[src/rtl/mips_mem_pkg.sv]
// Shared encodings for the MEM-stage byte sequencer: access sizes, FSM states
// and small helpers for beat count and alignment.
package mips_mem_pkg;

  localparam logic [1:0] SZ_BYTE = 2'b00;
  localparam logic [1:0] SZ_HALF = 2'b01;
  localparam logic [1:0] SZ_WORD = 2'b10;
  localparam logic [1:0] SZ_ILL  = 2'b11;

  typedef enum logic [1:0] {
    S_IDLE = 2'd0,
    S_BEAT = 2'd1,
    S_RESP = 2'd2
  } seq_state_t;

  // Zero beats marks the illegal size encoding.
  function automatic logic [2:0] beats_for(input logic [1:0] size);
    case (size)
      SZ_BYTE: beats_for = 3'd1;
      SZ_HALF: beats_for = 3'd2;
      SZ_WORD: beats_for = 3'd4;
      default: beats_for = 3'd0;
    endcase
  endfunction

  function automatic logic req_bad(input logic [1:0] size, input logic [1:0] addr_lo);
    case (size)
      SZ_BYTE: req_bad = 1'b0;
      SZ_HALF: req_bad = addr_lo[0];
      SZ_WORD: req_bad = |addr_lo;
      default: req_bad = 1'b1;
    endcase
  endfunction

endpackage

[src/rtl/mem_byte_sequencer.sv]
// Splits MEM-stage lw/lhu/lbu/sw/sh/sb into little-endian byte beats on an
// 8-bit data RAM port, stalling the pipeline and assembling load data.
module mem_byte_sequencer
  import mips_mem_pkg::*;
#(
  parameter int unsigned ADDR_W  = 32,
  parameter int unsigned TIMEOUT = 255
) (
  input  logic              clk,
  input  logic              reset_n,
  input  logic              req_valid,
  input  logic              req_we,
  input  logic [1:0]        req_size,
  input  logic [ADDR_W-1:0] req_addr,
  input  logic [31:0]       req_wdata,
  output logic              stall,
  output logic              done,
  output logic [31:0]       rdata,
  output logic              err,
  output logic [ADDR_W-1:0] mem_addr,
  output logic              mem_rd_en,
  output logic              mem_wr_en,
  output logic [7:0]        mem_wdata,
  input  logic [7:0]        mem_rdata,
  input  logic              mem_ack,
  output seq_state_t        dbg_state
);

  // Handshake: a beat's strobe (mem_rd_en/mem_wr_en), mem_addr and mem_wdata
  // stay constant until a cycle with mem_ack=1; that cycle completes the beat
  // and, for reads, mem_rdata is captured in the same cycle.

  localparam int unsigned WCW = (TIMEOUT > 0) ? $clog2(TIMEOUT + 1) : 1;
  localparam logic [WCW-1:0] TMO_LIM = WCW'(TIMEOUT);

  seq_state_t        state_q, state_d;
  logic [ADDR_W-1:0] addr_q, addr_d;
  logic [31:0]       wdata_q, wdata_d;
  logic              we_q, we_d;
  logic [1:0]        size_q, size_d;
  logic [1:0]        k_q, k_d;
  logic [WCW-1:0]    wait_q, wait_d;
  logic [31:0]       rdata_q, rdata_d;

  logic last_beat;
  logic timeout_hit;

  assign last_beat   = ({1'b0, k_q} == (beats_for(size_q) - 3'd1));
  assign timeout_hit = (TIMEOUT != 0) && (wait_q == TMO_LIM);
  assign rdata       = rdata_q;
  assign dbg_state   = state_q;

  always_comb begin
    state_d   = state_q;
    addr_d    = addr_q;
    wdata_d   = wdata_q;
    we_d      = we_q;
    size_d    = size_q;
    k_d       = k_q;
    wait_d    = wait_q;
    rdata_d   = rdata_q;
    stall     = 1'b0;
    done      = 1'b0;
    err       = 1'b0;
    mem_addr  = '0;
    mem_rd_en = 1'b0;
    mem_wr_en = 1'b0;
    mem_wdata = 8'h00;
    case (state_q)
      S_IDLE: begin
        if (req_valid) begin
          addr_d  = req_addr;
          wdata_d = req_wdata;
          we_d    = req_we;
          size_d  = req_size;
          if (req_bad(req_size, req_addr[1:0])) begin
            err = 1'b1;
          end else begin
            stall   = 1'b1;
            k_d     = 2'd0;
            wait_d  = '0;
            // Stores leave the last load result untouched.
            if (!req_we) rdata_d = '0;
            state_d = S_BEAT;
          end
        end
      end
      S_BEAT: begin
        if (timeout_hit) begin
          err     = 1'b1;
          state_d = S_IDLE;
        end else begin
          stall     = 1'b1;
          mem_addr  = addr_q + ADDR_W'(k_q);
          mem_rd_en = !we_q;
          mem_wr_en = we_q;
          mem_wdata = wdata_q[{k_q, 3'b000} +: 8];
          if (mem_ack) begin
            if (!we_q) rdata_d[{k_q, 3'b000} +: 8] = mem_rdata;
            k_d    = k_q + 2'd1;
            wait_d = '0;
            if (last_beat) state_d = S_RESP;
          end else if (TIMEOUT != 0) begin
            wait_d = wait_q + WCW'(1);
          end
        end
      end
      S_RESP: begin
        done    = 1'b1;
        state_d = S_IDLE;
      end
      default: state_d = S_IDLE;
    endcase
  end

  always_ff @(posedge clk or negedge reset_n) begin
    if (!reset_n) begin
      state_q <= S_IDLE;
      addr_q  <= '0;
      wdata_q <= '0;
      we_q    <= 1'b0;
      size_q  <= SZ_BYTE;
      k_q     <= 2'd0;
      wait_q  <= '0;
      rdata_q <= '0;
    end else begin
      state_q <= state_d;
      addr_q  <= addr_d;
      wdata_q <= wdata_d;
      we_q    <= we_d;
      size_q  <= size_d;
      k_q     <= k_d;
      wait_q  <= wait_d;
      rdata_q <= rdata_d;
    end
  end

endmodule

[config.mk]
export PLATFORM = sky130hd
export DESIGN_NAME = mem_byte_sequencer
export DESIGN_NICKNAME = d
export VERILOG_FILES = /design/src/rtl/mips_mem_pkg.sv /design/src/rtl/mem_byte_sequencer.sv
export SDC_FILE = /design/constraint.sdc
export NUM_CORES = 1
export LEC_CHECK = 0
export CORE_AREA = 2 2 134 136
export CTS_CLUSTER_SIZE = 8
export DETAILED_ROUTE_END_ITERATION = 8
export DIE_AREA = 0 0 136 138
export GPL_TIMING_DRIVEN = 0
export SLEW_MARGIN = 20
export SYNTH_ARGS = -nofsm -noshare
export SYNTH_HDL_FRONTEND = slang
export SYNTH_SLANG_ARGS = --single-unit
[constraint.sdc]
create_clock -name clk -period 2.93 [get_ports clk]
set_input_delay 0.586 -clock clk [delete_from_list [all_inputs] [get_ports clk]]
set_output_delay 0.586 -clock clk [all_outputs]
set_load 0.01 [all_outputs]
==> impl_metrics.csv, run 1 <==
group,metric,value,unit
run,cap_violations,0,
drt,drc,0,
timing,skew,0.01283,ns
grt,grt_antenna_before_repair,0,
clocking,path_clk_slew,0.08,ns
drt,vias,5060,
synth,synth_edf_count,0,
cells_and_area,layout_commonest_cell,"clkdlybuf4s50_1",
grt,grt_max_degree,67,
run_status,status,"complete, but fails checks",
cells_and_area,fill_cells,1635,
die,fp.dieArea,18770,um2
timing,worst_slack,-0.1350,ns
cells_and_area,area_delta_synth_final,43.63,%
drt,firstDrtPassIters,5,
clocking,numCtsBuffers,9,
clocking,cts.path.max_buffers,2,
timing,setup_tns,-0.4130,ns
die,initial_core_util,34.00,%
drt,avgRoutedWirePerCell,17.61,um
setup_path,crit_arrival,2.48,ns
synth,ys_async_sr_fraction,100.0,%
drt,wl,17290,um
timing,post-route-min-period,3.065,ns
die,core,17530,um2
drt,viasPerCell,5.153,
timing,timing.slew.headroom,42.58,%
grt,grt_pass1_vias,5282,
cells_and_area,antennaDiodeCount,0,
clocking,cts_hold_buf,0,
synth,synth_area_leaders,"dfrtp_1 47%, mux2_2 12%, mux2i_1 6.0%, nand2_1 3.8%, mux4_2 3.0%",
clocking,htreeDepth,3,
timing,clock.fmax,0.3263,GHz
grt,grt_pass1_wl,28010,um
drt,postRouteAntennaNets,0,
grt,overflow,0,
synth,ys_seq_area_share,46.59,%
die,die_x,136,um
die,ios,158,
timing,setup_viol,5,
power,p_leak,3.465,nW
cells_and_area,final_cell_mix,"111 x clkdlybuf4s50_1, 102 x dfrtp_1, 62 x mux2_2, 59 x nand2_1, 45 x inv_1",
clocking,cts_root_buffer,"clkbuf_16",
setup_path,startpoint_type,"flip-flop",
cells_and_area,ff_latch_area,2789,um2
timing,period_share,104.6,%
synth,synth_area_leader_cell,"dfrtp_1",
place,finalWeightedCongestion,0.8678,
setup_path,worstPathMaxFanout,4,
timing,rsz0062_at_grt,"true",
synth,synth_cell_types,52,
clocking,cts_tree,"done",
synth,ys_ff_latch,111,
hold_path,hold_path.class,"input port to asynchronous set/reset pin",
synth,synth_top_area_share,46.59,%
synth,synth_cells,559,
setup_path,required,2.34,ns
synth,syn_area,5962,um2
place,port_buffers,156,
timing,drv_slew,0,
power,peakVddDrop,0.4982,mV
timing,fin_hold_ws,0.1529,ns
die,die_h,138,um
cells_and_area,multi_input_area,3118,um2
cells_and_area,final_util,48.84,%
synth,syn_nets,646,
timing,tightestPinTransition,0.8541,ns
die,rows,49,
run_status,violations,"setup timing",
timing,hold_violations,0,
clocking,numClockSinks,111,
place,hpwlAfterDp,12510,um
synth,ys_warn_count,0,
power,power_density,975.5,nW/um2
clocking,clk_latency,0.35,ns
synth,synth-main-ff-cell,"dfrtp_1",
cells_and_area,nNetsFinal,835,
grt,track_usage,18.81,%
cells_and_area,drive_above_1_share,26.69,%
drt,drt_iter0_markers,215,
setup_path,cp-end-kind,"output port",
setup_path,critPathKind,"flip-flop to output port",
synth,synth_area_per_cell,10.67,um2
-- logic make-up (layout without fill, tap and decap cells) --
group                      count (synthesis)  count (layout)  share of synthesized area (%)
xor gates and xnor gates                  12              12                          1.763
buffers and inverters                     71             265                          4.806
AOI/OAI and AO/OA                         73              73                          7.912
muxes                                    106             106                          20.78
DFF                                      111             111                          46.59
and+or+nand+nor                          178             178                          16.35
adders and majority gates                  8               8                          1.805
-- repair_timing --
item / 4_1_cts / 5_1_grt
gates resized for setup: 136 / 30
endpoints found under the hold margin: 0 / 0
buffers inserted: 20 / 5
endpoints found under the setup margin: 76 / 20
pin swaps: 11 / 9
-- synth_stat cells (2+ instances only) --
| cell | number |
|---|---|
| a211o_1 | 2 |
| a21o_1 | 2 |
| a21oi_1 | 27 |
| a21oi_4 | 4 |
| and2_1 | 13 |
| and3_1 | 3 |
| and4_1 | 4 |
| buf_1 | 3 |
| buf_2 | 6 |
| clkbuf_1 | 14 |
| dfrtp_1 | 111 |
| ha_1 | 7 |
| inv_1 | 45 |
| mux2_2 | 62 |
| mux2i_1 | 36 |
| mux4_2 | 8 |
| nand2_1 | 61 |
| nand2b_1 | 4 |
| nand3_1 | 20 |
| nand4_1 | 10 |
| nand4b_1 | 2 |
| nand4bb_1 | 2 |
| nor2_1 | 18 |
| nor2b_1 | 3 |
| nor3_1 | 3 |
| nor3b_1 | 2 |
| nor4_1 | 10 |
| nor4_2 | 3 |
| o21a_1 | 3 |
| o21ai_0 | 22 |
| o31ai_1 | 5 |
| o41ai_1 | 4 |
| or3_1 | 6 |
| or4_1 | 6 |
| xnor2_1 | 4 |
| xor2_1 | 8 |
-- metrics by stage --
stage               setup slack [ns]  std cells  area (um2)  power (mW)
CTS                          -0.1201        978        8488       8.377
finish                       -0.1350        982        8563       8.354
global placement              -3.106        944        7810       6.741
detailed placement           -0.9032        945        7839       6.857
global route                 -0.2065        982        8563       8.955
floorplan                     0.4369        559        5962       4.962
-- cell type report --
| cell class | count | share of cell area (%) |
|---|---|---|
| clock buffer | 11 | 2.835 |
| timing repair buffer | 182 | 19.84 |
| sequential | 111 | 32.57 |
| inverter | 45 | 1.973 |
| clock inverter | 5 | 1.008 |
| buffer | 22 | 2.016 |
| tap | 229 | 3.346 |
| multi-input combinational | 377 | 36.41 |
-- power by group --
part | total (mW) | switching [mW] | internal, mW
clock | 1.38 | 0.596 | 0.784
sequential | 2.74 | 0.572 | 2.17
combinational | 4.23 | 2.04 | 2.19
-- flip-flops by register name (all words and copies together), names as in the netlist --
| register | flops |
|---|---|
| rdata | 32 |
| addr_q | 32 |
| wdata_q | 32 |
| dbg_state | 2 |
| k_q | 2 |
| we_q | 1 |
| size_q | 2 |
| wait_q | 8 |
-- layer usage --
layer	share of wire, %	track usage [%]	wire [um]	vias up
li1	-	-	-	2367
met1	42	23.73	7209	2524
met2	50	32.53	8661	150
met3	6.6	3.924	1140	19
met4	1.6	5.099	280	0
met5	0	0	0	-
-- critical path, stage by stage (launching register included) --
cell      delay, ns
dfrtp_2        0.45
ha_4           0.27
a21o_1         0.15
nand4_1        0.21
clkbuf_8       0.23
buf_4          0.13
buf_4          0.13
or3_1          0.30
a21oi_1        0.12
buf_2          0.14
-- worst paths after layout --
kind | endpoint | slack [ns] | depth (start not counted) | startpoint
setup / recovery | mem_addr[15] | -0.14 | 9 | k_q[1]
hold / removal | addr_q[28] | 0.15 | 1 | reset_n
setup reg to reg | rdata[8] | 0.42 | 8 | k_q[1]
hold reg to reg | wdata_q[29] | 0.51 | 1 | wdata_q[29]
max in group asynchronous | rdata[5] | 2.07 | 2 | reset_n
min in group clk | wdata_q[29] | 0.51 | 1 | wdata_q[29]
No activity file was read; power rests on OpenSTA's default activity.
==> inputs of run 2 (changes only) <==
--- a/config.mk
+++ b/config.mk
@@ -5,11 +5,13 @@
 export SDC_FILE = /design/constraint.sdc
 export NUM_CORES = 1
 export LEC_CHECK = 0
-export CORE_AREA = 2 2 134 136
+export CAP_MARGIN = 20
+export CORE_AREA = 2 2 114 116
 export CTS_CLUSTER_SIZE = 8
 export DETAILED_ROUTE_END_ITERATION = 8
-export DIE_AREA = 0 0 136 138
+export DIE_AREA = 0 0 116 118
 export GPL_TIMING_DRIVEN = 0
+export PLACE_DENSITY = 0.79
 export SLEW_MARGIN = 20
 export SYNTH_ARGS = -nofsm -noshare
 export SYNTH_HDL_FRONTEND = slang
==> impl_metrics.csv, run 2 (synthesis results as in run 1) <==
group,metric,value,unit
timing,tightestPinTransition,0.9355,ns
die,rows,41,
clocking,clk_latency,0.36,ns
cells_and_area,antennaDiodeCount,0,
grt,grt_max_degree,68,
cells_and_area,fill_cells,958,
grt,grt_pass1_vias,5607,
clocking,numCtsBuffers,9,
run_status,violations,"setup timing",
grt,grt_pass1_wl,27900,um
hold_path,hold_path.class,"input port to asynchronous set/reset pin",
clocking,cts_hold_buf,0,
drt,drt_iter0_markers,370,
timing,rsz0062_at_grt,"true",
cells_and_area,layout_commonest_cell,"clkdlybuf4s50_1",
die,die_x,116,um
cells_and_area,drive_above_1_share,26.61,%
setup_path,critPathKind,"flip-flop to output port",
place,port_buffers,156,
power,p_total,8.451,mW
drt,vias,5221,
timing,post-route-min-period,3.154,ns
timing,timing.slew.headroom,37.11,%
power,power_density,988.4,nW/um2
timing,setup_tns,-0.8935,ns
timing,clock.fmax,0.3171,GHz
drt,viasPerCell,5.608,
timing,skew,0.008760,ns
place,finalWeightedCongestion,0.9275,
clocking,path_clk_slew,0.08,ns
die,core,12410,um2
clocking,cts_tree,"done",
drt,drc,0,
clocking,cts.path.max_buffers,2,
timing,hold_violations,0,
drt,postRouteAntennaNets,0,
setup_path,startpoint_type,"flip-flop",
timing,setup_viol,8,
timing,period_share,107.6,%
setup_path,worstPathMaxFanout,3,
die,die_h,118,um
run,cap_violations,0,
power,p_leak,3.540,nW
drt,firstDrtPassIters,5,
clocking,cts_root_buffer,"clkbuf_16",
grt,overflow,0,
power,peakVddDrop,0.4596,mV
cells_and_area,area_delta_synth_final,43.40,%
clocking,htreeDepth,3,
cells_and_area,final_cell_mix,"112 x clkdlybuf4s50_1, 105 x dfrtp_1, 62 x mux2_2, 59 x nand2_1, 45 x inv_1",
setup_path,crit_arrival,2.57,ns
drt,avgRoutedWirePerCell,18.88,um
setup_path,cp-end-kind,"output port",
setup_path,required,2.34,ns
cells_and_area,nNetsFinal,841,
timing,drv_slew,0,
place,hpwlAfterDp,12080,um
drt,wl,17580,um
grt,grt_antenna_before_repair,0,
clocking,numClockSinks,111,
die,initial_core_util,48.02,%
run_status,status,"complete, but fails checks",
grt,track_usage,26.24,%
die,fp.dieArea,13690,um2
die,ios,158,
timing,worst_slack,-0.2235,ns
==> run 2: cell types whose count changed in the layout (fill, tap and decap cells not counted), moves of 3 or more <==
cell	delta
dfrtp_2	-3
dlymetal6s2s_1	+4
clkdlybuf4s15_1	+3
dlygate4sd2_1	-5
dfrtp_1	+3
inv_8	+3
==> run 2: worst paths after layout <==
check,start,end,slack (ns),depth (start not counted)
max,k_q[1],mem_addr[19],-0.22,9
min,reset_n,addr_q[28],0.15,1
max reg2reg,k_q[0],rdata[18],0.23,9
min reg2reg,wdata_q[4],wdata_q[4],0.51,1
max in group asynchronous,reset_n,rdata[30],2.10,2
min in group clk,wdata_q[4],wdata_q[4],0.51,1
==> run 2: report_power, final <==
group	internal, mW	leakage [nW]	switching [mW]	total [mW]
Clock	0.626	0.149	0.632	1.26
Combinational	2.31	2.00	2.14	4.45
Sequential	2.17	1.39	0.576	2.74
==> run 2: routing by layer <==
layer	part of all wire (%)	vias to the layer above	track usage, %
li1	-	2366	-
met2	50	258	45.10
met4	2.9	0	9.896
met3	8.0	40	6.952
met1	39	2557	31.15
met5	0	-	0
==> run 2: metrics by stage <==
stage	cell area [um2]	setup slack (ns)	utilization [%]	instances	hold slack, ns
floorplan	5962	0.4369	-	559	0.2904
global placement	7739	-2.912	62.34	887	0.4845
detailed placement	7767	-0.7805	62.57	888	0.4947
CTS	8537	-0.1741	68.77	931	0.1620
global route	8549	-0.2872	68.87	931	0.1790
finish	8549	-0.2235	68.87	931	0.1468
==> run 2: area by class of cell <==
class	instances	area [um2]	share of cell area, %
Clock buffer	10	239.0	2.795
Buffer	23	192.7	2.254
Multi-Input combinational cell	377	3104	36.31
Tap cell	172	215.2	2.517
Timing Repair Buffer	187	1784	20.87
Inverter	45	168.9	1.976
Clock inverter	6	60.06	0.7025
Sequential cell	111	2785	32.58
==> run 2: critical path, stage by stage (launching register included) <==
cell	delay (ns)
dfrtp_2	0.44
ha_4	0.27
a21o_1	0.15
nand4_1	0.20
clkbuf_8	0.22
buf_12	0.12
buf_6	0.11
or4_4	0.41
a21oi_2	0.14
buf_2	0.15
==> run 2: timing repair <==
item                                    CTS  global route
setup buffers                            30             1
gates resized for setup                 144            18
cloned                                    1             0
endpoints found under the setup margin   76            19
pin swaps                                14             4
